`src/rtl/imem_fetch_ctrl_if.sv`:
```
// rtl/imem_fetch_ctrl_if.sv - boot-load stream and instruction memory port bundle
interface imem_fetch_ctrl_if;
  logic        load_valid;
  logic [31:0] load_data;
  logic        load_last;
  logic        load_ready;
  logic        imem_we;
  logic [31:0] imem_waddr;
  logic [31:0] imem_wdata;
  logic [31:0] imem_raddr;
  logic [31:0] imem_rdata;

  // Boot source and instruction memory side
  modport master (
    output load_valid, load_data, load_last, imem_rdata,
    input  load_ready, imem_we, imem_waddr, imem_wdata, imem_raddr
  );

  // Fetch controller side
  modport slave (
    input  load_valid, load_data, load_last, imem_rdata,
    output load_ready, imem_we, imem_waddr, imem_wdata, imem_raddr
  );
endinterface

```
`src/rtl/imem_fetch_ctrl.sv`:
```
// rtl/imem_fetch_ctrl.sv - boot loader and PC sequencer owning the instruction memory port
module imem_fetch_ctrl #(
  parameter int unsigned DEPTH    = 64,
  parameter logic [31:0] RESET_PC = 32'h0000_0000,
  parameter logic [31:0] NOP      = 32'h0000_0013
) (
  input  logic                    clk,
  input  logic                    reset,
  imem_fetch_ctrl_if.slave        bus,
  input  logic                    stall,
  input  logic                    redirect_valid,
  input  logic [31:0]             redirect_pc,
  output logic [31:0]             pc,
  output logic [31:0]             inst_out,
  output logic [31:0]             inst_pc,
  output logic                    inst_valid,
  output logic                    busy_load,
  output logic [1:0]              fault
);

  localparam int unsigned AW       = $clog2(DEPTH);
  localparam logic [31:0] PC_LIMIT = 32'(DEPTH * 4);

  typedef enum logic [1:0] {
    S_LOAD,
    S_RUN,
    S_HALT
  } state_t;

  state_t        state;
  state_t        state_nxt;
  logic [AW-1:0] load_cnt;
  logic          accept;
  logic          tgt_misaligned;
  logic          tgt_oor;
  logic [31:0]   pc_inc;
  logic [31:0]   pc_seq;

  // Sequential fetch wraps at the end of memory; redirects never wrap.
  assign pc_inc = pc + 32'd4;
  assign pc_seq = (pc_inc >= PC_LIMIT) ? 32'd0 : pc_inc;

  assign tgt_misaligned = |redirect_pc[1:0];
  assign tgt_oor        = (redirect_pc >= PC_LIMIT);

  assign bus.imem_waddr = {{(30-AW){1'b0}}, load_cnt, 2'b00};
  assign bus.imem_wdata = bus.load_data;
  assign bus.imem_raddr = pc;

  // State register; reset from any state returns to boot loading
  always_ff @(posedge clk) begin
    if (reset) begin
      state <= S_LOAD;
    end else begin
      state <= state_nxt;
    end
  end

  // Next-state and state-derived handshake outputs
  always_comb begin
    state_nxt      = state;
    bus.load_ready = 1'b0;
    bus.imem_we    = 1'b0;
    busy_load      = 1'b0;
    accept         = 1'b0;
    case (state)
      S_LOAD: begin
        bus.load_ready = 1'b1;
        busy_load      = 1'b1;
        accept         = bus.load_valid;
        bus.imem_we    = bus.load_valid;
        // All-ones counter means the last memory word: the image is truncated there.
        if (accept && (bus.load_last || (&load_cnt))) begin
          state_nxt = S_RUN;
        end
      end
      S_RUN: begin
        if (redirect_valid && (tgt_misaligned || tgt_oor)) begin
          state_nxt = S_HALT;
        end
      end
      S_HALT: begin
        state_nxt = S_HALT;
      end
      default: begin
        state_nxt = S_LOAD;
      end
    endcase
  end

  // Boot word counter, restarts at word 0 on every reset
  always_ff @(posedge clk) begin
    if (reset) begin
      load_cnt <= '0;
    end else if (accept) begin
      load_cnt <= load_cnt + AW'(1);
    end
  end

  // PC, decode slot and sticky fault; redirect beats stall beats advance
  always_ff @(posedge clk) begin
    if (reset) begin
      pc         <= RESET_PC;
      inst_out   <= NOP;
      inst_pc    <= 32'd0;
      inst_valid <= 1'b0;
      fault      <= 2'b00;
    end else if (state == S_RUN) begin
      if (redirect_valid) begin
        inst_out   <= NOP;
        inst_valid <= 1'b0;
        if (tgt_misaligned) begin
          fault <= 2'b01;
        end else if (tgt_oor) begin
          fault <= 2'b10;
        end else begin
          pc <= redirect_pc;
        end
      end else if (!stall) begin
        inst_out   <= bus.imem_rdata;
        inst_pc    <= pc;
        inst_valid <= 1'b1;
        pc         <= pc_seq;
      end
    end
  end

endmodule
```
`src/flat_wrapper.sv`:
```
// flat-port wrapper written by rule: the top's interface ports become plain ports
module imem_fetch_ctrl_flat 
#(
  parameter int unsigned DEPTH    = 64,
  parameter logic [31:0] RESET_PC = 32'h0000_0000,
  parameter logic [31:0] NOP      = 32'h0000_0013
)
  (clk, reset, stall, redirect_valid, redirect_pc, pc, inst_out, inst_pc, inst_valid, busy_load, fault, bus_load_valid, bus_load_data, bus_load_last, bus_imem_rdata, bus_load_ready, bus_imem_we, bus_imem_waddr, bus_imem_wdata, bus_imem_raddr);
  imem_fetch_ctrl_if bus_i ();
  input  logic clk;
  input  logic reset;
  input  logic stall;
  input  logic redirect_valid;
  input  logic [31:0] redirect_pc;
  output logic [31:0] pc;
  output logic [31:0] inst_out;
  output logic [31:0] inst_pc;
  output logic inst_valid;
  output logic busy_load;
  output logic [1:0] fault;
  input wire logic [$bits(bus_i.load_valid)-1:0] bus_load_valid;
  input wire logic [$bits(bus_i.load_data)-1:0] bus_load_data;
  input wire logic [$bits(bus_i.load_last)-1:0] bus_load_last;
  input wire logic [$bits(bus_i.imem_rdata)-1:0] bus_imem_rdata;
  output wire logic [$bits(bus_i.load_ready)-1:0] bus_load_ready;
  output wire logic [$bits(bus_i.imem_we)-1:0] bus_imem_we;
  output wire logic [$bits(bus_i.imem_waddr)-1:0] bus_imem_waddr;
  output wire logic [$bits(bus_i.imem_wdata)-1:0] bus_imem_wdata;
  output wire logic [$bits(bus_i.imem_raddr)-1:0] bus_imem_raddr;
  assign bus_i.load_valid = bus_load_valid;
  assign bus_i.load_data = bus_load_data;
  assign bus_i.load_last = bus_load_last;
  assign bus_i.imem_rdata = bus_imem_rdata;
  assign bus_load_ready = bus_i.load_ready;
  assign bus_imem_we = bus_i.imem_we;
  assign bus_imem_waddr = bus_i.imem_waddr;
  assign bus_imem_wdata = bus_i.imem_wdata;
  assign bus_imem_raddr = bus_i.imem_raddr;
  imem_fetch_ctrl #(.DEPTH(DEPTH), .RESET_PC(RESET_PC), .NOP(NOP)) u_core (.clk(clk), .reset(reset), .bus(bus_i), .stall(stall), .redirect_valid(redirect_valid), .redirect_pc(redirect_pc), .pc(pc), .inst_out(inst_out), .inst_pc(inst_pc), .inst_valid(inst_valid), .busy_load(busy_load), .fault(fault));
endmodule
```
`config.mk`:
```
export PLATFORM = sky130hd
export DESIGN_NAME = imem_fetch_ctrl_flat
export DESIGN_NICKNAME = d
export VERILOG_FILES = /design/src/rtl/imem_fetch_ctrl_if.sv /design/src/rtl/imem_fetch_ctrl.sv /design/src/flat_wrapper.sv
export SDC_FILE = /design/constraint.sdc
export NUM_CORES = 1
export LEC_CHECK = 0
export ABC_AREA = 1
export BUFFER_PORTS_ARGS = -buffer_cell sky130_fd_sc_hd__buf_4
export CORE_MARGIN = 10
export CORE_UTILIZATION = 48
export DETAILED_ROUTE_END_ITERATION = 12
export PLACE_DENSITY_LB_ADDON = 0.25
export SETUP_SLACK_MARGIN = 0.5
export SLEW_MARGIN = 20
export SYNTH_ARGS = -nofsm -noshare
export SYNTH_HDL_FRONTEND = slang
export SYNTH_SLANG_ARGS = --single-unit
```
`constraint.sdc`:
```
create_clock -name clk -period 5.4 [get_ports clk]
set_input_delay 1.08 -clock clk [delete_from_list [all_inputs] [get_ports clk]]
set_output_delay 1.08 -clock clk [all_outputs]
set_load 0.1 [all_outputs]
```
==> impl_metrics.csv <==
group,metric,value,unit
route,antenna_left,0,
clock_network,clk_latency,0.37,ns
global_route,grt_max_degree,85,
floorplan,die_h,125.7,um
hold_path,hp-class,"reg -> reg",
power_and_ir_drop,peakVddDrop,0.0002499,V
synthesis,synth_cell_types,29,
route,wirelength,16450,um
route,vias,5045,
global_route,grt_pass1_vias,5082,
power_and_ir_drop,p_leak,3.011,nW
layout,fillers,1100,
synthesis,yosys_warnings,0,
global_route,grt_first_pass_wirelength,26280,um
global_route,track_usage,0.1991,
timing,fmax,363.1,MHz
power_and_ir_drop,power_density,411.8,mW/mm^2
worst_setup_path,path_class,"in -> out",
route,wire_per_inst,15.89,um
synthesis,synth_xor_area_frac,0.01635,
synthesis,synth-compound-area-share,0.1149,
timing,maxSlewHeadroom,0.4837,
worst_setup_path,crit_arrival,1.67,ns
layout,drive_above_1_share,0.2760,
synthesis,synth_fa_ha_area_frac,0.009341,
route,vias_per_cell,4.874,
floorplan,initial_core_util,0.4921,
floorplan,rows,38,
worst_setup_path,cp_max_fo,5,
timing,fin_setup_tns,0,ns
place,io_buffers,209,
timing,post-route-period-util,0.5100,
clock_network,clock_path_buffers,2,
status,status,"finished clean",
synthesis,synth-seq-cells,107,
timing,slew_violations,0,
clock_network,clock-sinks,107,
layout,area_growth,24.38,%
synthesis,synthMuxAreaShare,0,
timing,clock_skew,0.01377,ns
timing,fin_ws,2.646,ns
route,first_pass_iters,6,
synthesis,synth-seq-area-share,0.3998,
layout,layout_common_cells,"buf_4, nand2_1, dfxtp_1",
synthesis,synth_top_family_by_area,"simple AND/OR/NAND/NOR gates",
floorplan,die_area,0.01579,mm^2
floorplan,io_pins,300,
timing,final-setup-viol-count,0,
global_route,busiest_layer,"met2",
timing,rsz0062_at_grt,"no",
synthesis,synth-simple-area-share,0.2718,
global_route,met3_usage,0.1028,
clock_network,cts_max_level,3,
synthesis,synth_cells,761,
layout,nets,996,
global_route,globalRouteMet1Util,0.2120,
worst_setup_path,crit_required,4.32,ns
clock_network,cts_hold_buffers,0,
floorplan,core_area,0.01089,mm^2
floorplan,die_w,125.7,um
worst_setup_path,critPathCaptureType,"primary output",
clock_network,post_cts_resized,0,
timing,worstMarginPinSlew,0.7745,ns
route,drcViolationCount,0,
worst_setup_path,r2r_cells,15,
timing,fin_crit,2.754,ns
clock_network,postCtsSetupBuffers,0,
clock_network,cts_tree,"done",
global_route,antenna_found_initial,0,
layout,layout_commonest_cell,"buf_4",
synthesis,netlist_area,0.005358,mm^2
clock_network,root_buffer,"clkbuf_8",
hold_path,hold_depth,2,
clock_network,clk_pin_slew_worst_paths,0.10,ns
job,maxCapViolations,0,
synthesis,syn_avg_cell_area,7.040,um^2
place,pre_cts_slack,2.502,ns
worst_setup_path,crit_path_start_kind,"input port",
global_route,met2_usage,0.3370,
clock_network,cts_made_buffers,9,
timing,hold_viol_final,0,
place,dp_hpwl,12660,um
route,drt_iter0_drc,281,
layout,antenna_cells,0,
place,gp_congestion,0.8547,
global_route,overflow,0,
cell usage after synthesis:
cell type	instances	share of area
nor3_1	24	0.022
xnor2_1	1	0.0016
o21a_1	1	0.0014
a211oi_1	1	0.0014
clkinv_1	2	0.0014
dfxtp_1	107	0.40
nor4_1	1	0.0012
o21ai_0	50	0.047
conb_1	1	0.00070
buf_2	3	0.0028
nand4_1	7	0.0082
buf_4	92	0.13
clkbuf_1	23	0.016
nor2_1	89	0.062
inv_1	53	0.037
nand3_1	30	0.028
ha_1	4	0.0093
xor2_1	9	0.015
nand2_1	175	0.12
nand3_2	1	0.0019
nand2_4	1	0.0021
and2_1	1	0.0012
nor2_4	6	0.013
nor2_2	4	0.0047
buf_1	1	0.00070
and2_0	1	0.0012
or2_2	1	0.0012
a21oi_1	70	0.065
nand2_2	2	0.0023
worst paths after layout:
path	from	endpoint	slack [ns]
setup / recovery	bus_load_valid	bus_imem_we	2.65
hold / removal	u_core.fault[1]	u_core.fault[1]	0.47
setup reg to reg	u_core.bus.imem_raddr[3]	u_core.bus.imem_raddr[1]	3.02
hold reg to reg	u_core.fault[1]	u_core.fault[1]	0.47
worst max-delay path: stages:
cell and delay (ns):
buf_4 0.08, nand2_1 0.05, inv_1 0.14, buf_4 0.32
logic make-up (layout without fill, tap and decap cells):
| kind of cell | after synthesis | count (layout) |
|---|---|---|
| simple gates | 343 | 343 |
| flops | 107 | 107 |
| buf+inv | 174 | 283 |
| fa+ha+maj | 4 | 4 |
| xor+xnor | 10 | 10 |
| other cells | 1 | 26 |
| compound gates | 122 | 122 |
sequential cells by signal, summed over array words and instances, names as in the netlist:
register / cells
u_core.load_cnt: 6
u_core.inst_pc: 32
u_core.fault: 2
u_core.bus.imem_raddr: 32
u_core.state: 2
u_core.inst_valid: 1
u_core.inst_out: 32
area by class of cell:
| cell class | instances | area (um^2) | share of cell area |
|---|---|---|---|
| Timing Repair Buffer | 212 | 1592 | 0.2388 |
| Clock buffer | 9 | 123.9 | 0.01859 |
| Clock inverter | 7 | 105.1 | 0.01577 |
| Tap cell | 140 | 175.2 | 0.02629 |
| Multi-Input combinational cell | 505 | 2320 | 0.3481 |
| Inverter | 55 | 206.4 | 0.03098 |
| Sequential cell | 107 | 2142 | 0.3214 |
per-layer routing:
layer  up-vias  part of all wire
met1      2253              0.38
li1       2558                 -
met3        26              0.12
met5         -                 0
met4         0             0.014
met2       208              0.48
per-stage QoR:
stage,area [um^2],cells,hold slack [ns],power (mW),utilization
2_1_floorplan,5451,786,0.4391,2.068,-
3_3_place_gp,6435,1019,0.4424,2.199,0.5910
3_5_place_dp,6435,1019,0.4444,2.206,0.5910
4_1_cts,6664,1035,0.4701,2.769,0.6120
5_1_grt,6664,1035,0.4891,2.857,0.6120
6_report,6664,1035,0.4681,2.744,0.6120
where the power goes:
group / switching (mW) / leakage [nW] / internal [mW]
Sequential: 0.0567 / 0.866 / 0.870
Combinational: 1.02 / 2.03 / 0.233
Clock: 0.297 / 0.113 / 0.270
No activity file was read; power rests on OpenSTA's default activity.
